## src/rtl/cache_pkg.sv

```systemverilog
// Shared definitions for the instruction- and data-cache block fill controllers.
package cache_pkg;

    localparam int ADDR_W      = 16;
    localparam int DATA_W      = 16;
    localparam int BLOCK_WORDS = 8;
    localparam int WORD_OFF_W  = $clog2(BLOCK_WORDS);
    localparam int CNT_W       = 4;

    typedef enum logic [1:0] {
        ST_IDLE = 2'b00,
        ST_FILL = 2'b01,
        ST_DONE = 2'b10
    } fill_state_e;

    // Byte address of the first word of the block holding addr (power-of-two blocks of 16-bit words).
    function automatic logic [ADDR_W-1:0] block_base(input logic [ADDR_W-1:0] addr,
                                                     input int                words);
        return addr & ~ADDR_W'((2 * words) - 1);
    endfunction

endpackage

```

## src/rtl/dff.sv

```systemverilog
// Library flop cell: parameterised width, asynchronous active-low reset to RESET_VAL.
module dff #(
    parameter int                WIDTH     = 1,
    parameter logic [WIDTH-1:0]  RESET_VAL = '0
) (
    input  logic             clk,
    input  logic             rst_n,
    input  logic [WIDTH-1:0] d,
    output logic [WIDTH-1:0] q
);

    // NOTE: non-blocking assignment so every flop samples its pre-edge inputs, whatever the block order.
    always_ff @(posedge clk or negedge rst_n) begin
        if (!rst_n) begin
            q <= RESET_VAL;
        end else begin
            q <= d;
        end
    end

endmodule

```

## src/rtl/icache_fill_fsm_fill_counter.sv

```systemverilog
// Up-counter with synchronous clear and enable; tracks issued and received words of a fill.
module fill_counter
    import cache_pkg::*;
#(
    parameter int WIDTH = CNT_W
) (
    input  logic             clk,
    input  logic             rst_n,
    input  logic             en,
    input  logic             clr,
    output logic [WIDTH-1:0] count
);

    always_ff @(posedge clk or negedge rst_n) begin
        if (!rst_n) begin
            count <= '0;
        end else if (clr) begin
            count <= '0;
        end else if (en) begin
            count <= count + WIDTH'(1);
        end
    end

endmodule

```

## src/rtl/icache_fill_fsm.sv

```systemverilog
// Instruction-cache miss handler: streams one block from pipelined memory into the data array,
// then writes the tag and pulses fill_done.
module icache_fill_fsm
    import cache_pkg::*;
#(
    parameter int BLOCK_WORDS = cache_pkg::BLOCK_WORDS,
    parameter int MEM_LATENCY = 4
) (
    input  logic                  clk,
    input  logic                  rst_n,
    input  logic                  miss_detected,
    input  logic [ADDR_W-1:0]     miss_address,
    output logic                  fsm_busy,
    output logic                  memory_read,
    output logic [ADDR_W-1:0]     memory_address,
    input  logic                  memory_valid,
    input  logic [DATA_W-1:0]     memory_data,
    output logic                  write_data_array,
    output logic [WORD_OFF_W-1:0] fill_word,
    output logic [DATA_W-1:0]     fill_data,
    output logic                  write_tag_array,
    output logic                  fill_done
);

    localparam logic [CNT_W-1:0] NUM_WORDS = CNT_W'(BLOCK_WORDS);
    localparam logic [CNT_W-1:0] LAST_WORD = CNT_W'(BLOCK_WORDS - 1);

    // Counters and fill_word are sized for at most eight words; latency must be causal.
    if (BLOCK_WORDS < 2 || BLOCK_WORDS > 8 || MEM_LATENCY < 1) begin : g_param_check
        $error("icache_fill_fsm: unsupported BLOCK_WORDS or MEM_LATENCY");
    end

    fill_state_e       state;
    fill_state_e       state_next;
    logic [1:0]        state_q;
    logic [ADDR_W-1:0] base;
    logic [CNT_W-1:0]  issue;
    logic [CNT_W-1:0]  recv;
    logic              in_idle;
    logic              accept;

    dff #(
        .WIDTH    (2),
        .RESET_VAL(ST_IDLE)
    ) u_state_reg (
        .clk  (clk),
        .rst_n(rst_n),
        .d    (state_next),
        .q    (state_q)
    );

    assign state   = fill_state_e'(state_q);
    assign in_idle = (state == ST_IDLE);
    assign accept  = (state == ST_FILL) && memory_valid;

    // Both counters sit at zero in IDLE so a fill always starts from word 0.
    fill_counter #(.WIDTH(CNT_W)) u_issue_cnt (
        .clk  (clk),
        .rst_n(rst_n),
        .en   (memory_read),
        .clr  (in_idle),
        .count(issue)
    );

    fill_counter #(.WIDTH(CNT_W)) u_recv_cnt (
        .clk  (clk),
        .rst_n(rst_n),
        .en   (accept),
        .clr  (in_idle),
        .count(recv)
    );

    always_ff @(posedge clk or negedge rst_n) begin
        if (!rst_n) begin
            base <= '0;
        end else if (in_idle && miss_detected) begin
            base <= block_base(miss_address, BLOCK_WORDS);
        end
    end

    // NOTE: default assignment first, so no path through the case leaves state_next unassigned (no latch).
    always_comb begin
        state_next = state;
        unique case (state)
            ST_IDLE: if (miss_detected)               state_next = ST_FILL;
            ST_FILL: if (accept && recv == LAST_WORD) state_next = ST_DONE;
            ST_DONE:                                  state_next = ST_IDLE;
            default:                                  state_next = ST_IDLE;
        endcase
    end

    assign fsm_busy         = !in_idle;
    assign memory_read      = (state == ST_FILL) && (issue < NUM_WORDS);
    assign memory_address   = memory_read ? base + ADDR_W'({issue, 1'b0}) : '0;
    assign write_data_array = accept;
    assign fill_word        = accept ? recv[WORD_OFF_W-1:0] : '0;
    assign fill_data        = accept ? memory_data : '0;
    assign write_tag_array  = (state == ST_DONE);
    assign fill_done        = (state == ST_DONE);

endmodule

```

## config.mk

```make
export PLATFORM = sky130hd
export DESIGN_NAME = icache_fill_fsm
export DESIGN_NICKNAME = d
export VERILOG_FILES = /design/src/rtl/cache_pkg.sv /design/src/rtl/dff.sv /design/src/rtl/icache_fill_fsm_fill_counter.sv /design/src/rtl/icache_fill_fsm.sv
export SDC_FILE = /design/constraint.sdc
export NUM_CORES = 1
export LEC_CHECK = 0
export CAP_MARGIN = 5
export CORE_MARGIN = 4
export CORE_UTILIZATION = 39
export CTS_CLUSTER_SIZE = 16
export DETAILED_ROUTE_END_ITERATION = 8
export GPL_TIMING_DRIVEN = 0
export PLACE_DENSITY_LB_ADDON = 0.3
export SETUP_SLACK_MARGIN = 0.3
export SLEW_MARGIN = 20
export SYNTH_ARGS = -nofsm -noshare
export SYNTH_HDL_FRONTEND = slang
export SYNTH_HIERARCHICAL = 1
export SYNTH_SLANG_ARGS = --single-unit
```

## constraint.sdc

```tcl
create_clock -name clk -period 2.3 [get_ports clk]
set_clock_uncertainty 0.1 [all_clocks]
set_input_delay 0.345 -clock clk [delete_from_list [all_inputs] [get_ports clk]]
set_output_delay 0.345 -clock clk [all_outputs]
set_load 0.01 [all_outputs]
```

# After elaboration in Yosys (flattened, before gate mapping)
# Cells that the tools add are included.
word_totals:
  ff_bits: 22
  elab_cells: 32
op_classes:
  add_sub_neg: 3
  magnitude_cmp: 1
  n_eq_ne: 5
  mux: 10
  reduce_logical: 9
op_table:
  columns: ["op", "count"]
  rows:
  - ["16-bit 2-to-1 mux", 2]
  - ["16-bit by 5-bit adder with 16-bit output", 1]
  - ["4-bit 2-to-1 mux", 4]
  - ["4-bit by 1-bit adder with 4-bit output (second input constant)", 2]
  - ["4-bit by 3-bit equality test with 1-bit output (second input constant)", 1]
  - ["1-bit logical AND", 4]
  - ["4-bit less-than comparator (second input constant)", 1]
  - ["2-bit 2-to-1 mux", 2]
  - ["2-bit inequality test (second input constant)", 2]
  - ["2-bit case mux with 2 select lines", 1]
  - ["2-bit nonzero test", 2]
  - ["3-bit 2-to-1 mux", 1]
  - ["2-bit by 1-bit equality test with 1-bit output (second input constant)", 1]
  - ["2-bit equality test (second input constant)", 1]
  - ["2-bit logical NOT", 1]
  - ["2-bit AND reduction", 1]
  - ["1-bit logical NOT", 1]

# Longest topological paths before layout
# Gate-level depths: netlist of the first run.
logic_depth:
  depth_word: 5
  mapped_depth: 6
  ltp_nobuf: 5

# Cells and area by module
# The synthesis of the first run kept the hierarchy.
by_module_without_submodules:
  columns: ["mod", "instances", "cells_each", "area_per_inst_um2", "seq_area_each_um2"]
  rows:
  - ["icache_fill_fsm", 1, 107, 964.7, 300.3]
  - ["fill_counter", 2, 16, 192.7, 100.1]
  - ["dff", 1, 2, 50.0, 50.0]

# Worst setup path after synthesis of the first run
# Ideal clock, no wire load.
synth_path:
  path_kind: "flip-flop to output port"
  from: "register u_issue_cnt.count[3]"
  to: "output port memory_address[14]"
  t_arrival_ns: 1.589
  setup_slack_ns: 0.266
  path_stages_with_launch: 6
  path_buffers: 0
  cell_sequence: "dfrtp_1 -> ha_1 -> ha_1 -> nand3_1 -> or4_1 -> a21oi_1"
synth_between:
  elab_chain_len: 3
  elab_cells_between_ends: 4
synth_rtl:
  columns: ["element", "line", "rtl"]
  rows:
  - ["start, declared", "icache_fill_fsm_fill_counter.sv:11", "output logic [WIDTH-1:0] count"]
  - ["start signal, assigned", "icache_fill_fsm_fill_counter.sv:20", "count <= count + WIDTH'(1);"]
  - ["parallel branches: the longest is 2 deep, another holds 16-bit by 5-bit adder with 16-bit output", null, null]
  - ["16-bit 2-to-1 mux (*)", "icache_fill_fsm.sv:94", "assign memory_address = memory_read ? base + ADDR_W'({issue, 1'b0}) : '0;"]
  - ["end, declared", "icache_fill_fsm.sv:15", "output logic [ADDR_W-1:0] memory_address,"]
# Every way passes the cells marked *.

# Worst setup path after layout of the first run
layout_path:
  from: "register base[4]"
  to: "output port memory_address[12]"
layout_between:
  elab_chain_len: 2
layout_rtl:
  columns: ["element", "line", "rtl"]
  rows:
  - ["start, declared", "icache_fill_fsm.sv:36", "logic [ADDR_W-1:0] base;"]
  - ["start signal, assigned", "icache_fill_fsm.sv:77", "base <= block_base(miss_address, BLOCK_WORDS);"]
  - ["16-bit by 5-bit adder with 16-bit output", "icache_fill_fsm.sv:94", null]
  - ["16-bit 2-to-1 mux", "icache_fill_fsm.sv:94", null]
# No other way between the ends.

==> flow_results.xml, run 1 <==
<?xml version="1.0" encoding="UTF-8"?>
<metrics>
  <group name="sta">
    <metric name="rsz0062_at_grt" unit="">true</metric>
    <metric name="clock.fmax" unit="MHz">434</metric>
    <metric name="setup_viol" unit="">1</metric>
    <metric name="fin_tns_setup" unit="ns">-0.00474</metric>
    <metric name="layout_setup_ws" unit="ns">-0.00474</metric>
    <metric name="final-max-slew-violation-count" unit="">0</metric>
    <metric name="final_hold_viol_count" unit="">0</metric>
    <metric name="timing.final.crit_share" unit="">1.00</metric>
    <metric name="worst_relative_slew_slack" unit="">0.649</metric>
    <metric name="fin_crit" unit="ns">2.30</metric>
    <metric name="timing_worst_slew_pin_value" unit="ns">0.526</metric>
  </group>
  <group name="logic_synthesis">
    <metric name="synthesis.nets" unit="">181</metric>
    <metric name="synthTopCellsByArea" unit="">sky130_fd_sc_hd__dfrtp_1, sky130_fd_sc_hd__and2_1, sky130_fd_sc_hd__mux2_2, sky130_fd_sc_hd__ha_1, sky130_fd_sc_hd__a21oi_1</metric>
    <metric name="synthesis_stage_register_bit_count" unit="">22</metric>
    <metric name="synth.largest_area_cell" unit="">sky130_fd_sc_hd__dfrtp_1</metric>
    <metric name="ys_async_sr_fraction" unit="">1.00</metric>
    <metric name="synth-seq-area-share" unit="">0.393</metric>
    <metric name="post_synth_inst_count" unit="">141</metric>
    <metric name="ys_dominant_reg_cell" unit="">sky130_fd_sc_hd__dfrtp_1</metric>
    <metric name="synth_area" unit="sq um">1400</metric>
    <metric name="synthesis.yosys.warnings" unit="">6</metric>
    <metric name="synth-edff-count" unit="">0</metric>
    <metric name="yosysTopAreaCellShare" unit="">0.393</metric>
    <metric name="synth.lib_cells_used.distinct" unit="">37</metric>
    <metric name="synth.avg_cell_area" unit="sq um">9.93</metric>
  </group>
  <group name="pwr">
    <metric name="total_leakage_power" unit="nW">1.19</metric>
    <metric name="ir_worst_vdd" unit="V">0.000805</metric>
    <metric name="power.total" unit="mW">3.08</metric>
    <metric name="power_per_cell_area" unit="nW/um^2">1180</metric>
  </group>
  <group name="detailed_routing">
    <metric name="drt_pre_antenna_iters" unit="">4</metric>
    <metric name="antenna_left" unit="">0</metric>
    <metric name="via_per_inst" unit="">5.04</metric>
    <metric name="routed_wire_length" unit="mm">4.95</metric>
    <metric name="dr.first_iter.drc_count" unit="">54</metric>
    <metric name="wl_per_cell" unit="um">17.1</metric>
    <metric name="detail_route.drc_violations" unit="">0</metric>
    <metric name="dr_total_vias" unit="">1457</metric>
  </group>
  <group name="layout">
    <metric name="fillerInstances" unit="">214</metric>
    <metric name="post_layout_nets" unit="">285</metric>
    <metric name="n_antenna_cell" unit="">0</metric>
    <metric name="flow.area_growth_from_synthesis" unit="%">85.7</metric>
    <metric name="drive_gt1_frac" unit="">0.584</metric>
    <metric name="layout_commonest_cell" unit="">sky130_fd_sc_hd__clkdlybuf4s50_1</metric>
    <metric name="stdcell_area" unit="sq um">2600</metric>
    <metric name="finish.cell_count_without_fillers" unit="">289</metric>
    <metric name="layout.cells.most_common_list" unit="">sky130_fd_sc_hd__clkdlybuf4s50_1, sky130_fd_sc_hd__buf_6, sky130_fd_sc_hd__buf_4</metric>
  </group>
  <group name="setup_path">
    <metric name="most_common_cell_on_crit_path" unit="">sky130_fd_sc_hd__ha_4</metric>
    <metric name="reg2regPathDepth" unit="">8</metric>
    <metric name="cp_max_fo" unit="">4</metric>
    <metric name="crit_path_top_delay_cell" unit="">sky130_fd_sc_hd__or4_1</metric>
    <metric name="critical-path-max-stage-delay" unit="ns">0.41</metric>
    <metric name="worstPathArrival" unit="ns">1.86</metric>
    <metric name="startpoint_type" unit="">register</metric>
    <metric name="worst_setup_path_end_kind" unit="">output port</metric>
    <metric name="critPathRequiredTime" unit="ns">1.86</metric>
    <metric name="path_class" unit="">register to output port</metric>
    <metric name="cp_cell_sequence" unit="">ha_4 -&gt; ha_4 -&gt; nand3_4 -&gt; or4_1 -&gt; a21oi_1 -&gt; buf_2</metric>
  </group>
  <group name="cts">
    <metric name="cts-htree-levels" unit="">1</metric>
    <metric name="cts.sink_count" unit="">22</metric>
    <metric name="tritoncts" unit="">built</metric>
    <metric name="clk-insertion-delay-late" unit="ns">0.30</metric>
    <metric name="cts.clk_slew.worst_paths" unit="ns">0.12</metric>
    <metric name="ctsRootBufferMaster" unit="">sky130_fd_sc_hd__clkbuf_4</metric>
    <metric name="number_of_buffers_created_by_cts" unit="">3</metric>
    <metric name="cts.path.max_buffers" unit="">2</metric>
  </group>
  <group name="global_route">
    <metric name="groute.usage.overall" unit="">0.203</metric>
    <metric name="first_global_vias" unit="">1516</metric>
    <metric name="wire_length_of_the_first_global_routing_pass" unit="mm">7.02</metric>
    <metric name="grt_start_max_net_pins" unit="">23</metric>
    <metric name="grt_antenna_before_repair" unit="">0</metric>
    <metric name="overflow" unit="">0</metric>
  </group>
  <group name="outcome">
    <metric name="status" unit="">complete, but fails checks</metric>
    <metric name="failed_checks" unit="">setup timing</metric>
  </group>
  <group name="floorplan">
    <metric name="core.rowCount" unit="">21</metric>
    <metric name="initial_utilization" unit="">0.413</metric>
    <metric name="die_w" unit="um">67.9</metric>
    <metric name="io-pin-count" unit="">76</metric>
    <metric name="core_area" unit="sq um">3390</metric>
    <metric name="die_area" unit="sq um">4610</metric>
    <metric name="die_h" unit="um">67.9</metric>
  </group>
  <group name="run">
    <metric name="max_cap_viol_count" unit="">0</metric>
  </group>
  <group name="place">
    <metric name="detailed_place_hpwl" unit="mm">3.04</metric>
    <metric name="placed_area" unit="sq um">2160</metric>
    <metric name="port_buffers" unit="">70</metric>
    <metric name="place_inst" unit="">257</metric>
    <metric name="place.gp.congestion" unit="">0.746</metric>
  </group>
  <group name="worst_hold_path">
    <metric name="hold_path.class" unit="">primary input to async pin</metric>
  </group>
</metrics>
## cell usage after synthesis, types with 4 or more instances
cell type,number
sky130_fd_sc_hd__and2_1,24
sky130_fd_sc_hd__dfrtp_1,22
sky130_fd_sc_hd__mux2_2,12
sky130_fd_sc_hd__nor2_1,10
sky130_fd_sc_hd__a21oi_1,8
sky130_fd_sc_hd__ha_1,4
sky130_fd_sc_hd__o31ai_1,4
sky130_fd_sc_hd__or4_1,4
sky130_fd_sc_hd__xnor2_1,4
## state kept, by name, summed over array words and instances, names as in the netlist
name and count:
base 12, u_issue_cnt/count 4, u_recv_cnt/count 4, u_state_reg/q 2
## timing repair
item	4_1_cts	5_1_grt
gates resized for setup	187	51
setup buffers	25	3
setup endpoints to repair	47	41
cloned	0	0
endpoints found under the hold margin	0	22
pin swaps	12	9
hold buffers	0	1
## report_power, final
part | switching, mW | internal [mW] | total (mW)
logic | 0.860 | 1.17 | 2.03
registers | 0.287 | 0.581 | 0.868
clock network | 0.114 | 0.0611 | 0.175
## final timing paths
check	start	end	slack, ns
worst max-delay path	base[4]	memory_address[12]	-0.005
worst min-delay path	rst_n	base[14]	0.43
worst max register to register	u_issue_cnt/count[3]	u_issue_cnt/count[3]	0.40
worst min register to register	u_issue_cnt/count[2]	u_issue_cnt/count[2]	0.49
max in group asynchronous	rst_n	u_state_reg/q[0]	1.28
min in group clk	u_issue_cnt/count[2]	u_issue_cnt/count[2]	0.49
## final cells by class
cell class	instances	area (sq um)	share of cell area
plain buffers	6	71.3	0.0274
clock buffers	3	22.5	0.00866
inverters	3	15.0	0.00577
multi-input cells	110	975	0.375
flip-flops and latches	22	561	0.216
well taps	46	57.6	0.0221
repair buffers	99	898	0.346
## worst max-delay path, delay by kind of cell (launching register included)
family          cells  cell delay [ns]
fa+ha+maj           2             0.37
simple gates        2             0.50
flops               1             0.40
buf+inv             1             0.14
compound gates      1             0.14
## kinds of logic after synthesis
group / Yosys count / share of synthesized area
AO/OA/AOI/OAI: 19 / 0.0876
adder cells (fa/ha/maj): 4 / 0.0357
other: 1 / 0.00268
flip-flops: 22 / 0.393
buffers and inverters: 9 / 0.0331
multiplexers: 16 / 0.132
XOR/XNOR: 5 / 0.0313
AND/OR/NAND/NOR: 65 / 0.284
## per-stage QoR
step / hold WS, ns / setup WS (ns) / utilization
global route: 0.469 / -0.112 / 0.767
detailed placement: 0.417 / -0.337 / 0.639
CTS: 0.477 / 0.0259 / 0.706
finish: 0.428 / -0.00474 / 0.767
floorplan: -0.0506 / 0.302 / -
global placement: 0.403 / -0.283 / 0.639
## routing by layer
metal	vias to the layer above	routed length (um)	global-route usage
met5	-	0	0
met4	0	87	0.0546
met3	9	222	0.0493
met2	41	2850	0.418
met1	710	1780	0.196
li1	697	-	-
No activity file was read; power rests on OpenSTA's default activity.
==> inputs of run 2 (changes only) <==
--- a/config.mk
+++ b/config.mk
@@ -7,7 +7,7 @@
 export LEC_CHECK = 0
 export CAP_MARGIN = 5
 export CORE_MARGIN = 4
-export CORE_UTILIZATION = 39
+export CORE_UTILIZATION = 35
 export CTS_CLUSTER_SIZE = 16
 export DETAILED_ROUTE_END_ITERATION = 8
 export GPL_TIMING_DRIVEN = 0
==> constraint.sdc (replaced) <==
create_clock -name clk -period 2 [get_ports clk]
set_clock_uncertainty 0.1 [all_clocks]
set_input_delay 0.3 -clock clk [delete_from_list [all_inputs] [get_ports clk]]
set_output_delay 0.3 -clock clk [all_outputs]
set_load 0.01 [all_outputs]
==> flow_results.xml, run 2 (synthesis results as in run 1) <==
<?xml version="1.0" encoding="UTF-8"?>
<metrics>
  <group name="pwr">
    <metric name="ir_worst_vdd" unit="V">0.00113</metric>
    <metric name="power_per_cell_area" unit="nW/um^2">1460</metric>
    <metric name="total_leakage_power" unit="nW">1.33</metric>
  </group>
  <group name="cts">
    <metric name="number_of_buffers_created_by_cts" unit="">3</metric>
    <metric name="tritoncts" unit="">built</metric>
    <metric name="ctsRootBufferMaster" unit="">sky130_fd_sc_hd__clkbuf_8</metric>
    <metric name="cts.sink_count" unit="">22</metric>
    <metric name="cts.path.max_buffers" unit="">2</metric>
    <metric name="cts.clk_slew.worst_paths" unit="ns">0.08</metric>
    <metric name="clk-insertion-delay-late" unit="ns">0.26</metric>
    <metric name="cts-htree-levels" unit="">1</metric>
  </group>
  <group name="sta">
    <metric name="layout_setup_ws" unit="ns">-0.185</metric>
    <metric name="final_hold_viol_count" unit="">0</metric>
    <metric name="final-max-slew-violation-count" unit="">0</metric>
    <metric name="rsz0062_at_grt" unit="">true</metric>
    <metric name="fin_tns_setup" unit="ns">-2.03</metric>
    <metric name="setup_viol" unit="">25</metric>
    <metric name="clock.fmax" unit="MHz">458</metric>
    <metric name="timing.final.crit_share" unit="">1.09</metric>
    <metric name="fin_crit" unit="ns">2.19</metric>
    <metric name="timing_worst_slew_pin_value" unit="ns">0.511</metric>
    <metric name="worst_relative_slew_slack" unit="">0.659</metric>
  </group>
  <group name="floorplan">
    <metric name="die_h" unit="um">71.2</metric>
    <metric name="initial_utilization" unit="">0.371</metric>
    <metric name="io-pin-count" unit="">76</metric>
    <metric name="die_area" unit="sq um">5080</metric>
    <metric name="core.rowCount" unit="">22</metric>
    <metric name="core_area" unit="sq um">3770</metric>
    <metric name="die_w" unit="um">71.2</metric>
  </group>
  <group name="run">
    <metric name="max_cap_viol_count" unit="">0</metric>
  </group>
  <group name="outcome">
    <metric name="failed_checks" unit="">setup timing</metric>
    <metric name="status" unit="">complete, but fails checks</metric>
  </group>
  <group name="global_route">
    <metric name="first_global_vias" unit="">1527</metric>
    <metric name="groute.usage.overall" unit="">0.180</metric>
    <metric name="overflow" unit="">0</metric>
    <metric name="grt_start_max_net_pins" unit="">23</metric>
    <metric name="wire_length_of_the_first_global_routing_pass" unit="mm">7.21</metric>
    <metric name="grt_antenna_before_repair" unit="">0</metric>
  </group>
  <group name="setup_path">
    <metric name="cp_max_fo" unit="">8</metric>
    <metric name="cp_top_family" unit="">simple AND/OR/NAND/NOR gates</metric>
    <metric name="critPathRequiredTime" unit="ns">1.60</metric>
    <metric name="worst-path-buf-inv" unit="">2</metric>
    <metric name="worstPathArrival" unit="ns">1.79</metric>
    <metric name="critical-path-max-stage-delay" unit="ns">0.51</metric>
    <metric name="cp_cell_sequence" unit="">ha_4 -&gt; buf_6 -&gt; nand3_4 -&gt; or4_4 -&gt; a21oi_2 -&gt; buf_2</metric>
    <metric name="crit_path_top_delay_cell" unit="">sky130_fd_sc_hd__or4_4</metric>
    <metric name="startpoint_type" unit="">register</metric>
    <metric name="path_class" unit="">register to output port</metric>
    <metric name="worst_setup_path_end_kind" unit="">output port</metric>
  </group>
  <group name="layout">
    <metric name="post_layout_nets" unit="">298</metric>
    <metric name="layout_commonest_cell" unit="">sky130_fd_sc_hd__buf_6</metric>
    <metric name="largest_reg_flops" unit="">12</metric>
    <metric name="n_antenna_cell" unit="">0</metric>
    <metric name="flow.area_growth_from_synthesis" unit="%">109</metric>
    <metric name="finish.cell_count_without_fillers" unit="">304</metric>
    <metric name="largest_registers_ranked_by_flip_flop_count" unit="">base x12, u_issue_cnt/count x4, u_recv_cnt/count x4</metric>
    <metric name="stdcell_area" unit="sq um">2930</metric>
    <metric name="layout.cells.most_common_list" unit="">sky130_fd_sc_hd__buf_6, sky130_fd_sc_hd__clkdlybuf4s50_1, sky130_fd_sc_hd__and2_4</metric>
    <metric name="largest-register" unit="">base</metric>
    <metric name="drive_gt1_frac" unit="">0.637</metric>
  </group>
  <group name="place">
    <metric name="detailed_place_hpwl" unit="mm">2.89</metric>
    <metric name="place_inst" unit="">259</metric>
    <metric name="placed_area" unit="sq um">2240</metric>
    <metric name="dp_worst_setup_slack" unit="ns">-0.528</metric>
    <metric name="place.gp.congestion" unit="">0.711</metric>
    <metric name="port_buffers" unit="">70</metric>
  </group>
  <group name="detailed_routing">
    <metric name="wl_per_cell" unit="um">17.4</metric>
    <metric name="dr.first_iter.drc_count" unit="">57</metric>
    <metric name="antenna_left" unit="">0</metric>
    <metric name="dr_total_vias" unit="">1519</metric>
    <metric name="detail_route.drc_violations" unit="">0</metric>
    <metric name="routed_wire_length" unit="mm">5.29</metric>
    <metric name="drt_pre_antenna_iters" unit="">4</metric>
    <metric name="via_per_inst" unit="">5.00</metric>
  </group>
  <group name="worst_hold_path">
    <metric name="hold_path.class" unit="">primary input to async pin</metric>
  </group>
</metrics>
run 2: changes by cell type in the layout (fill, tap and decap cells not counted), sizes merged:
cell | previous run | this run
clkdlybuf4s50 | 30 | 29
dlymetal6s2s | 3 | 0
dlygate4sd2 | 0 | 2
clkinvlp | 1 | 2
buf | 70 | 83
clkbuf | 4 | 5
run 2: final timing paths:
check                      depth (start not counted)  slack (ns)                    to            startpoint
min reg2reg                                        1        0.47               base[4]               base[4]
min in group clk                                   1        0.47               base[4]               base[4]
min                                                2        0.43              base[12]                 rst_n
max in group asynchronous                          2        0.99               base[7]                 rst_n
max                                                6       -0.19    memory_address[13]  u_issue_cnt/count[3]
max reg2reg                                       10       -0.05  u_issue_cnt/count[3]      u_state_reg/q[1]
run 2: through the flow:
step	hold slack, ns	total power [mW]	util
finish	0.433	4.28	0.776
CTS	0.471	3.74	0.695
detailed placement	0.446	2.92	0.595
floorplan	-0.0956	2.02	-
global placement	0.424	2.85	0.595
global route	0.475	4.55	0.776
run 2: cell type report:
cell class / instances / area, sq um
plain buffers: 6 / 75.1
clock buffers: 3 / 41.3
fillers: 208 / 846
inverters: 3 / 15.0
multi-input cells: 110 / 1040
flip-flops and latches: 22 / 553
well taps: 48 / 60.1
repair buffers: 111 / 1130
repair inverters: 1 / 7.51
run 2: repair_timing:
action	CTS	global route
pin swaps	24	23
endpoints found under the hold margin	0	22
hold buffers	0	1
cloned	3	1
resized for setup	214	59
setup endpoints to repair	51	55
buffers inserted	30	7
run 2: layer usage:
layer | track usage | vias up | wire [um]
li1 | - | 723 | -
met1 | 0.203 | 738 | 2130
met2 | 0.329 | 52 | 2760
met3 | 0.0477 | 6 | 330
met4 | 0.0522 | 0 | 63
met5 | 0 | - | 0
run 2: worst reg2reg max path: cells and delay by family (launching register included):
kind | cells | cell delay, ns
muxes | 1 | 0.31
buffers and inverters | 6 | 0.68
and+or+nand+nor | 3 | 0.45
DFF | 1 | 0.41
run 2: report_power, final:
group / leakage (nW) / internal (mW) / total (mW) / switching, mW
clock network: 0.0216 / 0.134 / 0.276 / 0.142
registers: 0.268 / 0.656 / 0.982 / 0.326
logic: 1.04 / 1.86 / 3.02 / 1.16
total: 1.33 / 2.65 / 4.28 / 1.63
==> inputs of run 3 (changes only) <==
--- a/config.mk
+++ b/config.mk
@@ -6,6 +6,7 @@
 export NUM_CORES = 1
 export LEC_CHECK = 0
 export CAP_MARGIN = 5
+export CORE_ASPECT_RATIO = 1.1
 export CORE_MARGIN = 4
 export CORE_UTILIZATION = 35
 export CTS_CLUSTER_SIZE = 16
==> flow_results.xml, run 3 (synthesis results as in run 1) <==
<?xml version="1.0" encoding="UTF-8"?>
<metrics>
  <group name="outcome">
    <metric name="status" unit="">complete, but fails checks</metric>
    <metric name="failed_checks" unit="">setup timing</metric>
  </group>
  <group name="sta">
    <metric name="timing_worst_slew_pin_value" unit="ns">0.512</metric>
    <metric name="clock.fmax" unit="MHz">456</metric>
    <metric name="timing.final.crit_share" unit="">1.10</metric>
    <metric name="worst_relative_slew_slack" unit="">0.659</metric>
    <metric name="whs" unit="ns">0.441</metric>
    <metric name="final-max-slew-violation-count" unit="">0</metric>
    <metric name="final_hold_viol_count" unit="">0</metric>
    <metric name="layout_setup_ws" unit="ns">-0.192</metric>
    <metric name="setup_viol" unit="">17</metric>
    <metric name="rsz0062_at_grt" unit="">true</metric>
    <metric name="fin_crit" unit="ns">2.19</metric>
    <metric name="fin_tns_setup" unit="ns">-1.90</metric>
  </group>
  <group name="floorplan">
    <metric name="core.rowCount" unit="">23</metric>
    <metric name="initial_utilization" unit="">0.374</metric>
    <metric name="die_h" unit="um">74.3</metric>
    <metric name="die_area" unit="sq um">5080</metric>
    <metric name="io-pin-count" unit="">76</metric>
    <metric name="die_w" unit="um">68.3</metric>
    <metric name="core_area" unit="sq um">3740</metric>
  </group>
  <group name="setup_path">
    <metric name="cp_max_fo" unit="">6</metric>
    <metric name="worst_setup_path_end_kind" unit="">output port</metric>
    <metric name="critPathRequiredTime" unit="ns">1.60</metric>
    <metric name="path_class" unit="">register to output port</metric>
    <metric name="startpoint_type" unit="">register</metric>
    <metric name="timing.reg2reg.setup_slack" unit="ns">-0.08</metric>
    <metric name="worstPathArrival" unit="ns">1.79</metric>
  </group>
  <group name="detailed_routing">
    <metric name="via_per_inst" unit="">4.91</metric>
    <metric name="detail_route.drc_violations" unit="">0</metric>
    <metric name="antenna_left" unit="">0</metric>
    <metric name="wl_per_cell" unit="um">16.6</metric>
    <metric name="routed_wire_length" unit="mm">5.03</metric>
    <metric name="dr_total_vias" unit="">1489</metric>
    <metric name="drt_pre_antenna_iters" unit="">4</metric>
    <metric name="dr.first_iter.drc_count" unit="">58</metric>
  </group>
  <group name="global_route">
    <metric name="overflow" unit="">0</metric>
    <metric name="groute.usage.overall" unit="">0.192</metric>
    <metric name="first_global_vias" unit="">1632</metric>
    <metric name="grt_antenna_before_repair" unit="">0</metric>
    <metric name="grt_start_max_net_pins" unit="">23</metric>
    <metric name="wire_length_of_the_first_global_routing_pass" unit="mm">7.49</metric>
  </group>
  <group name="layout">
    <metric name="largest_reg_flops" unit="">12</metric>
    <metric name="n_antenna_cell" unit="">0</metric>
    <metric name="layout_commonest_cell" unit="">sky130_fd_sc_hd__buf_6</metric>
    <metric name="post_layout_nets" unit="">294</metric>
    <metric name="largest-register" unit="">base</metric>
    <metric name="largest_registers_ranked_by_flip_flop_count" unit="">base x12, u_issue_cnt/count x4, u_recv_cnt/count x4</metric>
    <metric name="layout.cells.most_common_list" unit="">sky130_fd_sc_hd__buf_6, sky130_fd_sc_hd__clkdlybuf4s50_1, sky130_fd_sc_hd__and2_4</metric>
    <metric name="flow.area_growth_from_synthesis" unit="%">101</metric>
    <metric name="finish.cell_count_without_fillers" unit="">303</metric>
    <metric name="drive_gt1_frac" unit="">0.648</metric>
    <metric name="post_route_core_utilization" unit="">0.752</metric>
    <metric name="fillerInstances" unit="">241</metric>
    <metric name="final-seq-area" unit="sq um">559</metric>
    <metric name="multiInputGateArea" unit="sq um">1010</metric>
    <metric name="stdcell_area" unit="sq um">2810</metric>
  </group>
  <group name="place">
    <metric name="place_inst" unit="">261</metric>
    <metric name="placed_area" unit="sq um">2240</metric>
    <metric name="place.gp.congestion" unit="">0.800</metric>
    <metric name="dp_worst_setup_slack" unit="ns">-0.583</metric>
    <metric name="detailed_place_hpwl" unit="mm">3.03</metric>
    <metric name="port_buffers" unit="">70</metric>
  </group>
  <group name="cts">
    <metric name="cts.path.max_buffers" unit="">2</metric>
    <metric name="ctsRootBufferMaster" unit="">sky130_fd_sc_hd__clkbuf_8</metric>
    <metric name="tritoncts" unit="">built</metric>
    <metric name="clk-insertion-delay-late" unit="ns">0.26</metric>
    <metric name="cts.sink_count" unit="">22</metric>
    <metric name="cts.clk_slew.worst_paths" unit="ns">0.09</metric>
    <metric name="cts-htree-levels" unit="">1</metric>
    <metric name="number_of_buffers_created_by_cts" unit="">3</metric>
  </group>
  <group name="worst_hold_path">
    <metric name="hold_path.class" unit="">primary input to async pin</metric>
  </group>
  <group name="run">
    <metric name="max_cap_viol_count" unit="">0</metric>
  </group>
  <group name="pwr">
    <metric name="ir_worst_vdd" unit="V">0.000978</metric>
    <metric name="power.total" unit="mW">4.07</metric>
    <metric name="total_leakage_power" unit="nW">1.26</metric>
    <metric name="power_per_cell_area" unit="nW/um^2">1450</metric>
  </group>
</metrics>
==> run 3: cell count changes in the layout (fill, tap and decap cells not counted), sizes merged <==
cell	change
clkbuf	-1
bufinv	+1
buf	-2
clkinvlp	-1
==> run 3: worst max-delay path, stage by stage, from the launching register on <==
cell	delay [ns]
sky130_fd_sc_hd__dfrtp_1	0.41
sky130_fd_sc_hd__ha_4	0.18
sky130_fd_sc_hd__buf_6	0.10
sky130_fd_sc_hd__nand3_4	0.09
sky130_fd_sc_hd__buf_4	0.17
sky130_fd_sc_hd__o31ai_1	0.35
sky130_fd_sc_hd__a21oi_2	0.10
sky130_fd_sc_hd__buf_2	0.15
==> run 3: worst paths after layout <==
check                      cells past startpoint                  from                   end
setup / recovery                               7  u_issue_cnt/count[3]    memory_address[13]
hold / removal                                 2                 rst_n              base[11]
setup reg to reg                               9  u_issue_cnt/count[3]  u_issue_cnt/count[3]
hold reg to reg                                1               base[7]               base[7]
max in group asynchronous                      2                 rst_n               base[6]
min in group clk                               1               base[7]               base[7]
==> run 3: layer usage <==
| metal | part of all wire | wire, um | GRT usage |
|---|---|---|---|
| met4 | 0.017 | 85 | 0.0508 |
| met3 | 0.044 | 222 | 0.0257 |
| met1 | 0.36 | 1820 | 0.212 |
| met2 | 0.58 | 2900 | 0.375 |
| met5 | 0 | 0 | 0 |
==> run 3: layout make-up <==
cell class / count / share of cell area
inverters: 3 / 0.00534
clock buffers: 3 / 0.0147
multi-input cells: 110 / 0.360
flip-flops and latches: 22 / 0.199
plain buffers: 6 / 0.0254
well taps: 50 / 0.0223
clock inverters: 1 / 0.0107
repair buffers: 108 / 0.363
==> run 3: repair_timing <==
item,in CTS,in global routing
setup endpoints to repair,52,43
hold buffers,0,1
endpoints found under the hold margin,0,22
gates cloned,1,0
pin swaps,13,19
setup buffers,32,4
gates resized for setup,226,31
==> run 3: power breakdown <==
group	switching, mW	internal [mW]	total [mW]
clock network	0.149	0.267	0.416
logic	1.11	1.59	2.71
registers	0.285	0.668	0.952
